[src/rtl/adc128s_pkg.sv]
// adc128s_pkg: channel type and frame constants shared by the ADC128S slave model.
package adc128s_pkg;
    typedef logic [2:0] adc_chnl_t;
    localparam adc_chnl_t CH_LD_LFT  = 3'd0;
    localparam adc_chnl_t CH_LD_RGHT = 3'd4;
    localparam adc_chnl_t CH_STEER   = 3'd5;
    localparam adc_chnl_t CH_BATT    = 3'd6;
    localparam int        FRAME_BITS = 16;
endpackage

[src/rtl/spi_sync_edge.sv]
// spi_sync_edge: multi-flop synchronizer with a one-cycle change pulse on the synced level.
module spi_sync_edge #(
    parameter int   STAGES  = 2,
    parameter logic RST_VAL = 1'b0
) (
    input  logic clk,
    input  logic rst,
    input  logic d,
    output logic q,
    output logic chg
);
    logic [STAGES:0] sr;
    assign q   = sr[STAGES-1];
    assign chg = sr[STAGES] ^ sr[STAGES-1];
    always_ff @(posedge clk or posedge rst)
        if (rst) sr <= {(STAGES+1){RST_VAL}};
        else     sr <= {sr[STAGES-1:0], d};
endmodule

[src/rtl/adc128s_fc_slave.sv]
// adc128s_fc_slave: SPI slave model of the ADC128S, result of frame N-1's channel sent in frame N.
// Optional frame counter port txn_cnt when ADC_TXN_COUNT_EN is defined.
module adc128s_fc_slave
    import adc128s_pkg::*;
#(
    parameter int          SYNC_STAGES = 2,
    parameter logic [11:0] UNUSED_VAL  = 12'h000
) (
    input  logic        clk,
    input  logic        rst,
    input  logic        SS_n,
    input  logic        SCLK,
    input  logic        MOSI,
    output logic        MISO,
    input  logic [11:0] ld_cell_lft,
    input  logic [11:0] ld_cell_rght,
    input  logic [11:0] steerPot,
    input  logic [11:0] batt
`ifdef ADC_TXN_COUNT_EN
    ,
    output logic [15:0] txn_cnt
`endif
);
    logic ss_q, ss_chg, sclk_q, sclk_chg;
    logic [SYNC_STAGES-1:0] mosi_sr;
    logic [15:0] tx_shft;
    logic [13:0] rx_shft;
    logic [4:0]  bit_cnt;
    adc_chnl_t   chnl, new_chnl;
    logic [11:0] result, new_val;

    spi_sync_edge #(.STAGES(SYNC_STAGES), .RST_VAL(1'b1)) u_ss (
        .clk(clk), .rst(rst), .d(SS_n), .q(ss_q), .chg(ss_chg));
    spi_sync_edge #(.STAGES(SYNC_STAGES), .RST_VAL(1'b0)) u_sclk (
        .clk(clk), .rst(rst), .d(SCLK), .q(sclk_q), .chg(sclk_chg));

    always_ff @(posedge clk or posedge rst)
        if (rst) mosi_sr <= '0;
        else     mosi_sr <= {mosi_sr[SYNC_STAGES-2:0], MOSI};

    assign new_chnl = rx_shft[13:11];
    always_comb
        new_val = (new_chnl == CH_LD_LFT)  ? ld_cell_lft  :
                  (new_chnl == CH_LD_RGHT) ? ld_cell_rght :
                  (new_chnl == CH_STEER)   ? steerPot     :
                  (new_chnl == CH_BATT)    ? batt         : UNUSED_VAL;

    // SS_n edges take priority; SCLK edges only count inside a selected frame
    always_ff @(posedge clk or posedge rst) begin
        if (rst) begin
            chnl    <= '0;
            result  <= '0;
            tx_shft <= '0;
            rx_shft <= '0;
            bit_cnt <= '0;
`ifdef ADC_TXN_COUNT_EN
            txn_cnt <= '0;
`endif
        end else if (ss_chg && !ss_q) begin
            tx_shft <= {4'h0, result};
            rx_shft <= '0;
            bit_cnt <= '0;
        end else if (ss_chg && ss_q) begin
            if (bit_cnt == 5'(FRAME_BITS)) begin
                chnl   <= new_chnl;
                result <= new_val;
`ifdef ADC_TXN_COUNT_EN
                txn_cnt <= txn_cnt + 16'd1;
`endif
            end
        end else if (!ss_q && sclk_chg) begin
            if (sclk_q) begin
                rx_shft <= {rx_shft[12:0], mosi_sr[SYNC_STAGES-1]};
                bit_cnt <= (bit_cnt == 5'(FRAME_BITS)) ? bit_cnt : bit_cnt + 5'd1;
            end else if (bit_cnt != 5'd0) begin
                tx_shft <= {tx_shft[14:0], 1'b0};
            end
        end
    end

    assign MISO = tx_shft[15] & ~ss_q;
endmodule

[config.mk]
export PLATFORM = sky130hd
export DESIGN_NAME = adc128s_fc_slave
export DESIGN_NICKNAME = d
export VERILOG_FILES = /design/src/rtl/adc128s_pkg.sv /design/src/rtl/spi_sync_edge.sv /design/src/rtl/adc128s_fc_slave.sv
export SDC_FILE = /design/constraint.sdc
export NUM_CORES = 1
export LEC_CHECK = 0
export CAP_MARGIN = 20
export CORE_MARGIN = 2
export CORE_UTILIZATION = 40
export DETAILED_ROUTE_END_ITERATION = 8
export MAX_ROUTING_LAYER = met4
export PLACE_DENSITY = 0.64
export SYNTH_ARGS = -nofsm -noshare
export SYNTH_HDL_FRONTEND = slang
export SYNTH_SLANG_ARGS = --single-unit
[constraint.sdc]
create_clock -name clk -period 2.1 [get_ports clk]
set_input_delay 0.21 -clock clk [delete_from_list [all_inputs] [get_ports clk]]
set_output_delay 0.21 -clock clk [all_outputs]
set_load 0.005 [all_outputs]
==> results of run 1 <==
==> final cells by class <==
type / instances / area, um2
inverters: 5 / 18.8
well taps: 96 / 120
repair buffers: 62 / 623
clock inverters: 2 / 37.5
multi-input cells: 195 / 1300
flip-flops and latches: 55 / 1380
fillers: 643 / 3240
clock buffers: 6 / 72.6
==> kinds of logic after synthesis <==
family / Yosys count / synth area share (%)
simple gates: 91 / 20.5
compound gates: 79 / 16.1
flops: 55 / 49.0
buf+inv: 30 / 4.80
mux: 23 / 8.67
fa+ha+maj: 2 / 0.889
==> worst max-delay path, stage by stage (launching register included) <==
cell and delay [ns]:
dfrtp_1 0.42, inv_1 0.08, ha_1 0.20, or4b_1 0.71, a31oi_1 0.29, a21oi_1 0.09
==> flip-flops by register name (all words and copies together), names as in the netlist <==
signal / flops
u_sclk.sr: 3
tx_shft: 16
mosi_sr: 2
bit_cnt: 5
result: 12
rx_shft: 14
u_ss.sr: 3
==> routing by layer <==
layer / part of all wire, % / vias up / wire length [um]
li1: - / 1108 / -
met1: 50 / 1084 / 3130
met2: 45 / 39 / 2810
met3: 3.6 / 4 / 226
met4: 1.2 / 0 / 74
met5: 0 / - / 0
==> cells in the final DEF, fill, tap and decap left out, types with 8 or more instances in the layout <==
master	synthesis	final
mux2_1	8	8
nor2_1	10	10
clkdlybuf4s50_1	0	53
nand4b_1	11	11
dfrtp_1	52	52
o211ai_1	12	12
a21oi_1	31	31
a31oi_1	11	11
nand2_1	32	32
mux2i_1	12	12
o21ai_0	20	20
or4b_1	12	12
==> path summary, 6_finish.rpt <==
| kind | start | endpoint | slack, ns |
|---|---|---|---|
| worst max-delay path | bit_cnt[0] | tx_shft[9] | 0.21 |
| worst min-delay path | rst | rx_shft[13] | 0.12 |
| worst max register to register | bit_cnt[0] | tx_shft[9] | 0.21 |
| worst min register to register | u_sclk.sr[0] | u_sclk.sr[1] | 0.36 |
| max in group asynchronous | rst | u_ss.sr[2] | 1.38 |
| min in group clk | SS_n | u_ss.sr[0] | 0.30 |
==> cells in the mapped netlist (all sizes together) (2+ instances only) <==
| library cell | number |
|---|---|
| or4b | 12 |
| nand4bb | 2 |
| mux2i | 12 |
| buf | 15 |
| inv | 5 |
| or3b | 2 |
| a21oi | 31 |
| dfstp | 3 |
| o211ai | 12 |
| nand3 | 7 |
| nor2b | 3 |
| nand2b | 2 |
| a31oi | 11 |
| nand3b | 3 |
| nor2 | 10 |
| ha | 2 |
| nor3b | 2 |
| o21ai | 20 |
| dfrtp | 52 |
| clkbuf | 10 |
| nand2 | 32 |
| mux2 | 11 |
| nand4b | 11 |
==> power groups by stage <==
stage	Clock (mW)	Sequential (mW)	Combinational (mW)
final	0.701	1.16	0.292
after global routing	0.758	1.17	0.326
after CTS	0.717	1.16	0.295
after detailed placement	0	1.18	0.295
after global placement	0	1.18	0.291
after floorplan	0	1.17	0.165
==> metrics, run 1 <==
status finished clean; Die Ht 87.9 um; cell internal pwr 1.64 mW; Highest Clock Rate 0.530 GHz; Post-CTS Setup Bufs 0; count of cell types in the netlist 36; Synth area leader dfrtp_1; sw frac 23.9%; Syn-to-layout area delta 26.3%; met1 usage 26.5%; io pins 54; Root Driver clkbuf_8; die width 87.9 um; PD cells 605 nW/um2; VDD IR-drop max 0.000386 V; Setup crit start kind register; I/O Buffers 53; WS Path Type register to register; RSZ-0062 raised after global routing no; vias 2235; Psw 0.514 mW; MaxCap Viol Count 0; GR Util met2 24.6%; GR Util All Layers 17.7%; Max clock buf depth 2; final layout net count 379; combinational fraction of design power 13.6%; final hold violations 0; crit end category register; syn avg cell area 10.0 um2; Worst R2R Path Depth 5; clock skew 0.00895 ns; GR Layer Usage met3 2.83%; Static Leak 1.31 nW; setup_tns 0 ns; Synth Instances 280; CTS Sinks 55; RePlAce Congestion 0.737; critical path required time 2.30 ns; Mapped Nets 335; Pre-antenna DRT Iters 4; Flop pwr share 53.8%; starting density of the core 41.4%; Area contributors post-synth dfrtp_1 46%, a21oi_1 5.5%, mux2i_1 4.3%, or4b_1 4.3%, nand2_1 4.3%; DRT iter0 DRCs 130; Post-CTS Hold Fix Bufs 0; number of remaining DRC errors 0; Post-synth EDFFs 0; placed cells 413; min Tclk post-route 1.89 ns; Setup WS post-layout 0.213 ns; initial antenna violation count 0; asr flop ratio synth 100%; first-pass GRT wire length 10400 um; TritonCTS clock tree yes; pre-CTS setup slack 0.242 ns; Die ar. 7720 um2; Hold Crit Class primary input to async pin; Clk pwr share 32.6%; sequential area share after synthesis 49.0%; clock-pin slew on the worst setup and hold paths 0.10 ns; CP max FO 15; number of synthesis warnings 0; post-detailed-route count of antenna-violating nets 0; Setup Viol. Count Final 0; CTS resizes 0; Tightest Pin Transition 1.04 ns; Clock Latency Late Sink 0.31 ns; H-Tree Depth 2; DP Area 3440 um2; final wirelength 6240 um; Util after Layout 52.3%; GRT Max-Usage Layer met1; Primary FF master, synth dfrtp_1; vias in the first global route 2139; critical path arrival 2.08 ns; wire per inst 14.8 um; total power 2.15 mW; Fin Hold WS 0.121 ns; final cell count without fillers 421; fraction of layout cells with a size suffix above 1 8.62%; Via density 5.31; largest net degree at the start of global routing 37; Period Utilization, post-route 89.8%; DP Wirelength 4430 um; Slew Viols, Final 0; gr ovfl total 0; Site Rows 30; fin area 3550 um2; #FFs+latches synth 55; Mapped Area 2810 um2; top-area cell type share of the netlist area 46.2%; cts bufs inserted 5; antenna cells 0; Placeable Area 6790 um2; Max-Slew Margin vs Limit 30.1%
Note: power is estimated with default switching activity, not from simulation.
==> run 2: changes to the inputs <==
--- a/config.mk
+++ b/config.mk
@@ -11,6 +11,7 @@
 export DETAILED_ROUTE_END_ITERATION = 8
 export MAX_ROUTING_LAYER = met4
 export PLACE_DENSITY = 0.64
+export SKIP_CTS_REPAIR_TIMING = 1
 export SYNTH_ARGS = -nofsm -noshare
 export SYNTH_HDL_FRONTEND = slang
 export SYNTH_SLANG_ARGS = --single-unit
==> results of run 2 <==
The final DEF is identical to that of run 1; final timing and power are the same.
==> run 3: changes to the inputs <==
--- a/config.mk
+++ b/config.mk
@@ -14,4 +14,5 @@
 export SKIP_CTS_REPAIR_TIMING = 1
 export SYNTH_ARGS = -nofsm -noshare
 export SYNTH_HDL_FRONTEND = slang
+export SYNTH_HIERARCHICAL = 1
 export SYNTH_SLANG_ARGS = --single-unit
==> metrics, run 3 <==
status finished clean (unchanged); Static Leak 1.47 nW (was 1.31 nW); PD cells 590 nW/um2 (was 605 nW/um2); most common cell after layout, fill and taps aside clkdlybuf4s50_1 (unchanged); GR Util met2 24.5% (was 24.6%); most flop-heavy register tx_shft (unchanged); RePlAce Congestion 0.755 (was 0.737); Buf/Inv on CP 1 (unchanged); Primary FF master, synth dfrtp_1 (unchanged); RSZ-0062 raised after global routing no (unchanged); largest net degree at the start of global routing 50 (was 37); Mapped Nets 294 (was 335); fin area 3620 um2 (was 3550 um2); final cell count without fillers 394 (was 421); Die Ht 87.8 um (was 87.9 um); wire per inst 15.0 um (was 14.8 um); fraction of layout cells with a size suffix above 1 18.8% (was 8.62%); first-pass GRT wire length 9810 um (was 10400 um); vias 2061 (was 2235); most common cell in the netlist dfrtp_1 (unchanged); clock-pin slew on the worst setup and hold paths 0.10 ns (about the same); met1 usage 24.4% (was 26.5%); setup_tns 0 ns (unchanged); Highest Clock Rate 0.539 GHz (was 0.530 GHz); final wirelength 5900 um (was 6240 um); final hold violations 0 (unchanged); number of remaining DRC errors 0 (unchanged); gr ovfl total 0 (unchanged); DP Area 3520 um2 (was 3440 um2); Setup WS post-layout 0.246 ns (was 0.213 ns); io pins 54 (unchanged); GR Util All Layers 16.8% (was 17.7%); Max-Slew Margin vs Limit 57.3% (was 30.1%); Hold Crit Class primary input to async pin (unchanged); critical path required time 2.35 ns (was 2.30 ns); number of synthesis warnings 6 (was 0); Util after Layout 53.3% (was 52.3%); Synth area leader dfrtp_1 (unchanged); Die ar. 7710 um2 (was 7720 um2); Period Utilization, post-route 88.3% (was 89.8%); Max clock buf depth 2 (unchanged); WS Path Type register to register (unchanged); Mapped Area 2810 um2 (about the same); # fillers 606 (was 643); Area contributors post-synth dfrtp_1 46%, mux2i_1 6.4%, mux2_2 4.8%, nand4b_1 4.1%, o221a_1 3.6% (was dfrtp_1 46%, a21oi_1 5.5%, mux2i_1 4.3%, or4b_1 4.3%, nand2_1 4.3%); Placeable Area 6790 um2 (unchanged); Synth Instances 239 (was 280); Slew Viols, Final 0 (unchanged); clock skew 0.00649 ns (was 0.00895 ns); top-area cell type share of the netlist area 46.3% (was 46.2%); #FFs+latches synth 55 (unchanged); Setup crit start kind register (unchanged); Site Rows 30 (unchanged); Fin Hold WS 0.128 ns (was 0.121 ns); die width 87.8 um (was 87.9 um); asr flop ratio synth 100% (unchanged); cts bufs inserted 5 (unchanged); total power 2.14 mW (was 2.15 mW); syn avg cell area 11.8 um2 (was 10.0 um2); placed cells 386 (was 413); critical path arrival 2.10 ns (was 2.08 ns); Worst R2R Path Depth 4 (was 5); final layout net count 352 (was 379); starting density of the core 41.4% (about the same); most frequent cells in the layout 53 x clkdlybuf4s50_1, 52 x dfrtp_1, 18 x mux2i_1 (was 53 x clkdlybuf4s50_1, 52 x dfrtp_1, 32 x nand2_1); worst r2r dst tx_shft[9] (unchanged); R2R setup slack 0.25 ns (was 0.21 ns); TritonCTS clock tree yes (unchanged); delay-heaviest family, CP flip-flops (was simple AND/OR/NAND/NOR gates); CTS Sinks 55 (unchanged); Clock Latency Late Sink 0.31 ns (about the same); GR Layer Usage met3 3.02% (was 2.83%); I/O Buffers 53 (unchanged); VDD IR-drop max 0.000279 V (was 0.000386 V); Pre-antenna DRT Iters 4 (unchanged); CP max FO 11 (was 15); Syn-to-layout area delta 28.9% (was 26.3%); Root Driver clkbuf_8 (unchanged); crit end category register (unchanged); vias in the first global route 2028 (was 2139); CP max stage delay 0.66 ns (was 0.71 ns); biggest regs tx_shft x16, rx_shft x14, result x12 (unchanged); min Tclk post-route 1.85 ns (was 1.89 ns); Setup Viol. Count Final 0 (unchanged); worst path cell trace xor2_2 -> buf_4 -> nor4_2 -> a221o_1 (was inv_1 -> ha_1 -> or4b_1 -> a31oi_1 -> a21oi_1); Largest register FFs 16 (unchanged); Via density 5.23 (was 5.31); MaxCap Viol Count 0 (unchanged); Critical R2R Launch u_ss/sr[1] (was bit_cnt[0]); post-detailed-route count of antenna-violating nets 0 (unchanged); initial antenna violation count 0 (unchanged); slowest CP cell dfstp_2 (was or4b_1); count of cell types in the netlist 40 (was 36); Post-synth EDFFs 0 (unchanged); pre-CTS setup slack 0.130 ns (was 0.242 ns); DRT iter0 DRCs 54 (was 130); top cells by count, synth 52 x dfrtp_1, 18 x mux2i_1, 13 x nand4b_1 (was 52 x dfrtp_1, 32 x nand2_1, 31 x a21oi_1, 20 x o21ai_0); antenna cells 0 (unchanged); H-Tree Depth 2 (unchanged); sequential area share after synthesis 49.1% (was 49.0%); Tightest Pin Transition 0.640 ns (was 1.04 ns); GRT Max-Usage Layer met2 (was met1); DP Wirelength 4380 um (was 4430 um)
==> run 3: power breakdown <==
part,internal (mW),total [mW],switching (mW)
clock,0.270,0.614,0.344
combinational,0.199,0.348,0.149
sequential,1.13,1.18,0.0433
total,1.60,2.14,0.536
==> run 3: routing by layer <==
metal	vias up	wire [um]
li1	1023	-
met5	-	0
met4	0	50
met1	998	2980
met3	5	154
met2	35	2710
==> run 3: worst max-delay path by stage <==
stage / start / endpoint / slack (ns) / depth (start not counted)
2_1_floorplan: u_sclk/sr[1] / tx_shft[10] / 0.29 / 5
3_3_place_gp: u_ss/sr[1] / rx_shft[11] / 0.28 / 4
3_5_place_dp: u_ss/sr[1] / rx_shft[3] / 0.13 / 4
4_1_cts: u_ss/sr[1] / rx_shft[3] / 0.1 / 4
5_1_grt: u_ss/sr[1] / tx_shft[13] / 0.05 / 4
6_report: u_ss/sr[1] / tx_shft[9] / 0.25 / 4
==> run 3: cells by family after synthesis <==
kind of cell | Yosys count | synth area share [%]
mux | 30 | 11.2
simple gates | 63 | 17.4
fa+ha+maj | 2 | 0.890
buf+inv | 30 | 4.81
flops | 55 | 49.1
xor+xnor | 2 | 0.623
compound gates | 57 | 15.9
==> run 3: cell type report <==
cell class                      count  area [um2]  share of cell area, %
Multi-Input combinational cell    154        1300                   36.0
Tap cell                           96         120                   3.32
Sequential cell                    55        1380                   38.1
Clock inverter                      2        16.3                  0.449
Clock buffer                        6        82.6                   2.28
Inverter                           12        45.0                   1.24
Timing Repair Buffer               69         676                   18.7
